File: src/rtl/axi_read_arbiter_if.sv
// rtl/axi_read_arbiter_if.sv - AXI read-path bundle (AR + R channels) for one link
interface axi_read_arbiter_if #(
  parameter int ADDRESS_WIDTH = 8,
  parameter int DATA_WIDTH    = 32
);
  logic [ADDRESS_WIDTH-1:0] araddr;
  logic [7:0]               arlen;
  logic [2:0]               arsize;
  logic [1:0]               arburst;
  logic                     arvalid;
  logic                     arready;
  logic [DATA_WIDTH-1:0]    rdata;
  logic [1:0]               rresp;
  logic                     rlast;
  logic                     rvalid;
  logic                     rready;

  modport master (
    output araddr, arlen, arsize, arburst, arvalid, rready,
    input  arready, rdata, rresp, rlast, rvalid
  );

  modport slave (
    input  araddr, arlen, arsize, arburst, arvalid, rready,
    output arready, rdata, rresp, rlast, rvalid
  );
endinterface

File: src/rtl/axi_read_arbiter.sv
// rtl/axi_read_arbiter.sv - two-master round-robin arbiter for the AXI read path
module axi_read_arbiter #(
  parameter int ADDRESS_WIDTH = 8,
  parameter int DATA_WIDTH    = 32
) (
  input  logic               aclk,
  input  logic               areset,
  axi_read_arbiter_if.slave  m0,
  axi_read_arbiter_if.slave  m1,
  axi_read_arbiter_if.master s,
  output logic               grant_id,
  output logic               busy,
  output logic               protocol_err
);

  typedef enum logic [1:0] {IDLE = 2'd0, ADDR = 2'd1, DATA = 2'd2} state_t;

  state_t      state_q, state_d;
  logic        last_grant_q, last_grant_d;
  logic        grant_q, grant_d;
  logic [7:0]  len_q, len_d;
  logic [8:0]  beat_q, beat_d;
  logic        err_q, err_d;

  logic [ADDRESS_WIDTH-1:0] sel_araddr;
  logic [DATA_WIDTH-1:0]    r_data;
  logic [7:0]               sel_arlen;
  logic                     sel_arvalid;
  logic                     sel_rready;
  logic                     beat_last;
  logic                     ar_hs;
  logic                     r_hs;

  // Pick the granted master's request fields and R ready; derive handshakes
  always_comb begin
    sel_araddr  = grant_q ? m1.araddr  : m0.araddr;
    sel_arlen   = grant_q ? m1.arlen   : m0.arlen;
    sel_arvalid = grant_q ? m1.arvalid : m0.arvalid;
    sel_rready  = grant_q ? m1.rready  : m0.rready;
    beat_last   = (beat_q == {1'b0, len_q});
    ar_hs       = (state_q == ADDR) && sel_arvalid && s.arready;
    r_hs        = (state_q == DATA) && s.rvalid && sel_rready;
  end

  // Bus outputs: AR is exposed only in ADDR, R only in DATA, nothing while in reset
  always_comb begin
    s.araddr   = sel_araddr;
    s.arlen    = sel_arlen;
    s.arsize   = grant_q ? m1.arsize  : m0.arsize;
    s.arburst  = grant_q ? m1.arburst : m0.arburst;
    r_data     = s.rdata;
    m0.rdata   = r_data;
    m1.rdata   = r_data;
    m0.rresp   = s.rresp;
    m1.rresp   = s.rresp;
    s.arvalid  = 1'b0;
    m0.arready = 1'b0;
    m1.arready = 1'b0;
    s.rready   = 1'b0;
    m0.rvalid  = 1'b0;
    m1.rvalid  = 1'b0;
    m0.rlast   = 1'b0;
    m1.rlast   = 1'b0;
    if (!areset) begin
      if (state_q == ADDR) begin
        s.arvalid  = sel_arvalid;
        m0.arready = !grant_q && s.arready;
        m1.arready = grant_q && s.arready;
      end
      if (state_q == DATA) begin
        s.rready  = sel_rready;
        m0.rvalid = !grant_q && s.rvalid;
        m1.rvalid = grant_q && s.rvalid;
        m0.rlast  = !grant_q && beat_last;
        m1.rlast  = grant_q && beat_last;
      end
    end
  end

  // Next state: registered arbitration, AR forwarding, count-terminated data phase
  always_comb begin
    state_d      = state_q;
    last_grant_d = last_grant_q;
    grant_d      = grant_q;
    len_d        = len_q;
    beat_d       = beat_q;
    err_d        = err_q;
    case (state_q)
      IDLE: begin
        if (m0.arvalid || m1.arvalid) begin
          grant_d = (m0.arvalid && m1.arvalid) ? ~last_grant_q : m1.arvalid;
          state_d = ADDR;
        end
      end
      ADDR: begin
        if (ar_hs) begin
          len_d   = sel_arlen;
          beat_d  = 9'd0;
          state_d = DATA;
        end
      end
      DATA: begin
        if (r_hs) begin
          beat_d = beat_q + 9'd1;
          if (s.rlast != beat_last) begin
            err_d = 1'b1;
          end
          if (beat_last) begin
            state_d      = IDLE;
            last_grant_d = grant_q;
          end
        end
      end
      default: state_d = IDLE;
    endcase
  end

  // State register; last_grant resets to 1 so M0 wins the first tie
  always_ff @(posedge aclk) begin
    if (areset) begin
      state_q      <= IDLE;
      last_grant_q <= 1'b1;
      grant_q      <= 1'b0;
      len_q        <= 8'd0;
      beat_q       <= 9'd0;
      err_q        <= 1'b0;
    end else begin
      state_q      <= state_d;
      last_grant_q <= last_grant_d;
      grant_q      <= grant_d;
      len_q        <= len_d;
      beat_q       <= beat_d;
      err_q        <= err_d;
    end
  end

  assign grant_id     = grant_q;
  assign busy         = (state_q != IDLE);
  assign protocol_err = err_q;

endmodule

File: src/flat_wrapper.sv
// flat-port wrapper written by rule: the top's interface ports become plain ports
module axi_read_arbiter_flat 
#(
  parameter int ADDRESS_WIDTH = 8,
  parameter int DATA_WIDTH    = 32
)
  (aclk, areset, grant_id, busy, protocol_err, m0_araddr, m0_arlen, m0_arsize, m0_arburst, m0_arvalid, m0_rready, m0_arready, m0_rdata, m0_rresp, m0_rlast, m0_rvalid, m1_araddr, m1_arlen, m1_arsize, m1_arburst, m1_arvalid, m1_rready, m1_arready, m1_rdata, m1_rresp, m1_rlast, m1_rvalid, s_araddr, s_arlen, s_arsize, s_arburst, s_arvalid, s_rready, s_arready, s_rdata, s_rresp, s_rlast, s_rvalid);
  axi_read_arbiter_if #(.ADDRESS_WIDTH(ADDRESS_WIDTH), .DATA_WIDTH(DATA_WIDTH)) m0_i ();
  axi_read_arbiter_if #(.ADDRESS_WIDTH(ADDRESS_WIDTH), .DATA_WIDTH(DATA_WIDTH)) m1_i ();
  axi_read_arbiter_if #(.ADDRESS_WIDTH(ADDRESS_WIDTH), .DATA_WIDTH(DATA_WIDTH)) s_i ();
  input  logic aclk;
  input  logic areset;
  output logic grant_id;
  output logic busy;
  output logic protocol_err;
  input wire logic [$bits(m0_i.araddr)-1:0] m0_araddr;
  input wire logic [$bits(m0_i.arlen)-1:0] m0_arlen;
  input wire logic [$bits(m0_i.arsize)-1:0] m0_arsize;
  input wire logic [$bits(m0_i.arburst)-1:0] m0_arburst;
  input wire logic [$bits(m0_i.arvalid)-1:0] m0_arvalid;
  input wire logic [$bits(m0_i.rready)-1:0] m0_rready;
  output wire logic [$bits(m0_i.arready)-1:0] m0_arready;
  output wire logic [$bits(m0_i.rdata)-1:0] m0_rdata;
  output wire logic [$bits(m0_i.rresp)-1:0] m0_rresp;
  output wire logic [$bits(m0_i.rlast)-1:0] m0_rlast;
  output wire logic [$bits(m0_i.rvalid)-1:0] m0_rvalid;
  input wire logic [$bits(m1_i.araddr)-1:0] m1_araddr;
  input wire logic [$bits(m1_i.arlen)-1:0] m1_arlen;
  input wire logic [$bits(m1_i.arsize)-1:0] m1_arsize;
  input wire logic [$bits(m1_i.arburst)-1:0] m1_arburst;
  input wire logic [$bits(m1_i.arvalid)-1:0] m1_arvalid;
  input wire logic [$bits(m1_i.rready)-1:0] m1_rready;
  output wire logic [$bits(m1_i.arready)-1:0] m1_arready;
  output wire logic [$bits(m1_i.rdata)-1:0] m1_rdata;
  output wire logic [$bits(m1_i.rresp)-1:0] m1_rresp;
  output wire logic [$bits(m1_i.rlast)-1:0] m1_rlast;
  output wire logic [$bits(m1_i.rvalid)-1:0] m1_rvalid;
  output wire logic [$bits(s_i.araddr)-1:0] s_araddr;
  output wire logic [$bits(s_i.arlen)-1:0] s_arlen;
  output wire logic [$bits(s_i.arsize)-1:0] s_arsize;
  output wire logic [$bits(s_i.arburst)-1:0] s_arburst;
  output wire logic [$bits(s_i.arvalid)-1:0] s_arvalid;
  output wire logic [$bits(s_i.rready)-1:0] s_rready;
  input wire logic [$bits(s_i.arready)-1:0] s_arready;
  input wire logic [$bits(s_i.rdata)-1:0] s_rdata;
  input wire logic [$bits(s_i.rresp)-1:0] s_rresp;
  input wire logic [$bits(s_i.rlast)-1:0] s_rlast;
  input wire logic [$bits(s_i.rvalid)-1:0] s_rvalid;
  assign m0_i.araddr = m0_araddr;
  assign m0_i.arlen = m0_arlen;
  assign m0_i.arsize = m0_arsize;
  assign m0_i.arburst = m0_arburst;
  assign m0_i.arvalid = m0_arvalid;
  assign m0_i.rready = m0_rready;
  assign m0_arready = m0_i.arready;
  assign m0_rdata = m0_i.rdata;
  assign m0_rresp = m0_i.rresp;
  assign m0_rlast = m0_i.rlast;
  assign m0_rvalid = m0_i.rvalid;
  assign m1_i.araddr = m1_araddr;
  assign m1_i.arlen = m1_arlen;
  assign m1_i.arsize = m1_arsize;
  assign m1_i.arburst = m1_arburst;
  assign m1_i.arvalid = m1_arvalid;
  assign m1_i.rready = m1_rready;
  assign m1_arready = m1_i.arready;
  assign m1_rdata = m1_i.rdata;
  assign m1_rresp = m1_i.rresp;
  assign m1_rlast = m1_i.rlast;
  assign m1_rvalid = m1_i.rvalid;
  assign s_araddr = s_i.araddr;
  assign s_arlen = s_i.arlen;
  assign s_arsize = s_i.arsize;
  assign s_arburst = s_i.arburst;
  assign s_arvalid = s_i.arvalid;
  assign s_rready = s_i.rready;
  assign s_i.arready = s_arready;
  assign s_i.rdata = s_rdata;
  assign s_i.rresp = s_rresp;
  assign s_i.rlast = s_rlast;
  assign s_i.rvalid = s_rvalid;
  axi_read_arbiter #(.ADDRESS_WIDTH(ADDRESS_WIDTH), .DATA_WIDTH(DATA_WIDTH)) u_core (.aclk(aclk), .areset(areset), .m0(m0_i), .m1(m1_i), .s(s_i), .grant_id(grant_id), .busy(busy), .protocol_err(protocol_err));
endmodule
File: config.mk
export PLATFORM = sky130hd
export DESIGN_NAME = axi_read_arbiter_flat
export DESIGN_NICKNAME = d
export VERILOG_FILES = /design/src/rtl/axi_read_arbiter_if.sv /design/src/rtl/axi_read_arbiter.sv /design/src/flat_wrapper.sv
export SDC_FILE = /design/constraint.sdc
export NUM_CORES = 1
export LEC_CHECK = 0
export ABC_AREA = 1
export CORE_MARGIN = 8
export CORE_UTILIZATION = 32
export DETAILED_ROUTE_END_ITERATION = 16
export GPL_ROUTABILITY_DRIVEN = 1
export HOLD_SLACK_MARGIN = 0.02
export PLACE_DENSITY = 0.83
export SYNTH_ARGS = -nofsm -noshare
export SYNTH_HDL_FRONTEND = slang
export SYNTH_SLANG_ARGS = --single-unit
File: constraint.sdc
create_clock -name aclk -period 2.05 [get_ports aclk]
set_input_delay 0.41 -clock aclk [delete_from_list [all_inputs] [get_ports aclk]]
set_output_delay 0.41 -clock aclk [all_outputs]
set_load 0.05 [all_outputs]
==> flow_metrics.py <==
metrics = {
    "worst_setup_path": {
        "path_cells": "inv_1, nand2_1, nand2_1, nand2_2, nor2_2, nand3_4, buf_6, nor3_4, buf_12",
        "worstPathRequired_ns": 1.64,
        "worstPathArrival_ns": 1.75,
        "slowest_stage": "dfxtp_2",
        "worstSetupStartpointType": "flop",
        "critPathMaxFanout": 5,
        "worstSetupPathType": "flop to output port",
        "end_kind": "output port",
        "worst-path-buf-inv": 3,
        "crit_path_frequent_cell": "nand2_1",
        "crit_family": "simple AND/OR/NAND/NOR gates",
        "slowest_delay_ns": 0.36,
    },
    "synth": {
        "synth_top_cell_area_share_pct": 24.26,
        "ys_ff_latch": 22,
        "synth_common_cells": "nand2_1, buf_4, inv_1",
        "syn_nets": 430,
        "synth_area_per_cell_sq_um": 6.172,
        "ys_types": 28,
        "synth_warnings": 0,
        "synth_edf_count": 0,
        "synthFlopType": "dfxtp_1",
        "syn_area_sq_um": 2105,
        "synth-async-reset-ratio_pct": 0,
        "synth_top_area_cell": "buf_4",
        "synthTopCellsByArea": "buf_4, dfxtp_1, nand2_1",
        "ys_seq_area_share_pct": 20.93,
        "synth_cells": 341,
        "yosysMostFrequentCell": "nand2_1",
    },
    "routing": {
        "final_antenna_net_count": 0,
        "viasPerCell": 4.659,
        "firstDrtPassIters": 4,
        "drc": 0,
        "routed-via-count": 2050,
        "avgRoutedWirePerCell_um": 14.28,
        "wirelength_mm": 6.281,
        "dr.first_iter.drc_count": 81,
    },
    "timing": {
        "setup_violations": 3,
        "slew-limit-headroom_pct": 66.12,
        "hold_viol": 0,
        "fmax_mhz": 462.2,
        "tightest_slew_ns": 0.5066,
        "finalClockSkew_ns": 0.002106,
        "rsz0062_at_grt": "yes",
        "fin_ws_ns": -0.1136,
        "period_share_pct": 105.5,
        "period_minus_slack_ns": 2.164,
        "final_max_slew_viol_count": 0,
        "totalNegativeSetupSlack_ns": -0.2035,
    },
    "clock_tree": {
        "cts_hold_buf": 0,
        "clock-sinks": 22,
        "root_buffer": "clkbuf_8",
        "clk_latency_ns": 0.27,
        "cts_buffer_depth": 2,
        "cts_tree": "done",
        "clk_pin_slew_ns": 0.08,
        "htree_num_levels": 1,
        "numCtsBuffers": 3,
    },
    "floorplanning": {
        "pin_count": 185,
        "fp.dieW_um": 97.10,
        "rows": 29,
        "coreArea_sq_um": 6350,
        "die_h_um": 97.10,
        "start_util_pct": 33.14,
        "dieArea_sq_um": 9427,
    },
    "place": {
        "dp_hpwl_mm": 5.133,
        "place_area_sq_um": 2638,
        "io_buffers": 82,
        "place_congestion": 0.8604,
    },
    "layout": {
        "fillerInstances": 602,
        "antennaDiodeCount": 0,
        "area_growth_pct": 33.59,
        "nets": 454,
        "drive_gt1_share_pct": 23.97,
        "final_cell_area_sq_um": 2811,
    },
    "global_route": {
        "grt_usage_pct": 12.37,
        "grt_max_degree": 23,
        "grt_pass1_wl_mm": 9.811,
        "grt-ovfl-total": 0,
        "grt_pass1_vias": 2088,
        "antenna_found_initial": 0,
    },
    "run_status": {
        "status": "finished with violations",
        "violations": "negative setup slack",
    },
    "job": {
        "maxCapViolCount": 0,
    },
    "pwr": {
        "powerDensity_nw_per_um2": 910.3,
        "ir_worst_vdd_uv": 648.9,
        "cellLeakagePower_nw": 1.260,
    },
    "hold_path": {
        "hp-class": "flop to flop",
    },
}
[registers in the layout, indices dropped and copies added, names as in the netlist]
register	count
u_core.grant_id	1
u_core.last_grant_q	1
u_core.state_q	2
u_core.len_q	8
u_core.beat_q	9
u_core.protocol_err	1
[cells in the final DEF, fill, tap and decap left out, types with 3 or more instances in the layout]
| cell | netlist | routed |
|---|---|---|
| a21oi_1 | 21 | 20 |
| buf_12 | 0 | 11 |
| buf_4 | 68 | 32 |
| clkbuf_8 | 0 | 3 |
| clkdlybuf4s50_1 | 0 | 51 |
| dfxtp_1 | 22 | 16 |
| dfxtp_2 | 0 | 4 |
| ha_1 | 4 | 4 |
| inv_1 | 33 | 29 |
| inv_2 | 2 | 5 |
| nand2_1 | 115 | 109 |
| nand2_2 | 2 | 8 |
| nand3_1 | 15 | 14 |
| nand3_4 | 1 | 3 |
| nor2_1 | 17 | 14 |
| nor2_2 | 2 | 4 |
| o21ai_0 | 13 | 13 |
[where the power goes]
group / internal [mW] / switching (mW) / total, mW / leakage [nW]
sequential: 0.482 / 0.0576 / 0.540 / 0.182
combinational: 0.657 / 1.09 / 1.74 / 1.06
clock: 0.132 / 0.144 / 0.276 / 0.0216
[worst reg2reg max path: cells and delay by family, from the launching register on]
family                   cells  cell delay [ns]
AO/OA/AOI/OAI                1             0.18
adder cells (fa/ha/maj)      1             0.26
buffers and inverters        3             0.43
flip-flops                   1             0.33
AND/OR/NAND/NOR              4             0.55
[per-stage QoR]
step	instances	hold WS [ns]	setup slack [ns]	util [%]	power [mW]
finish	440	0.4569	-0.1136	44.28	2.559
global route	440	0.4855	-0.1973	44.28	2.700
CTS	437	0.4645	-0.02067	42.92	2.414
detailed placement	434	0.4516	0.02648	41.54	2.069
global placement	434	0.4403	0.06884	41.54	2.036
floorplan	341	0.4354	-0.1910	-	1.925
[cell families after synthesis]
family	share of synthesized area (%)
flops	20.93
fa+ha+maj	2.378
xor+xnor	0.8325
buf+inv	32.94
simple gates	34.07
compound gates	8.859
[final cells by class]
class	instances	area, sq um	share of cell area, %
clock buffers	3	41.29	1.469
inverters	35	133.9	4.762
multi-input cells	207	1094	38.90
flip-flops and latches	22	452.9	16.11
well taps	77	96.34	3.427
repair buffers	96	993.5	35.34
[what timing repair did]
action | 4_1_cts | 5_1_grt
pin swaps | 1 | 9
gates resized for setup | 13 | 18
setup endpoints to repair | 4 | 4
buffers inserted | 0 | 3
[worst paths after layout]
path | start | to | slack (ns) | depth (start not counted)
max | u_core.beat_q[6] | m1_rlast | -0.11 | 9
min | u_core.protocol_err | u_core.protocol_err | 0.46 | 2
max reg2reg | u_core.state_q[0] | u_core.beat_q[5] | 0.22 | 9
min reg2reg | u_core.protocol_err | u_core.protocol_err | 0.46 | 2
[routing by layer]
metal | global-route usage [%] | vias to the layer above | wire length, um
met3 | 5.974 | 7 | 667
li1 | - | 1033 | -
met2 | 23.28 | 96 | 3305
met4 | 3.905 | 0 | 68
met5 | 0 | - | 0
met1 | 11.33 | 914 | 2240
No activity file was read; power rests on OpenSTA's default activity.
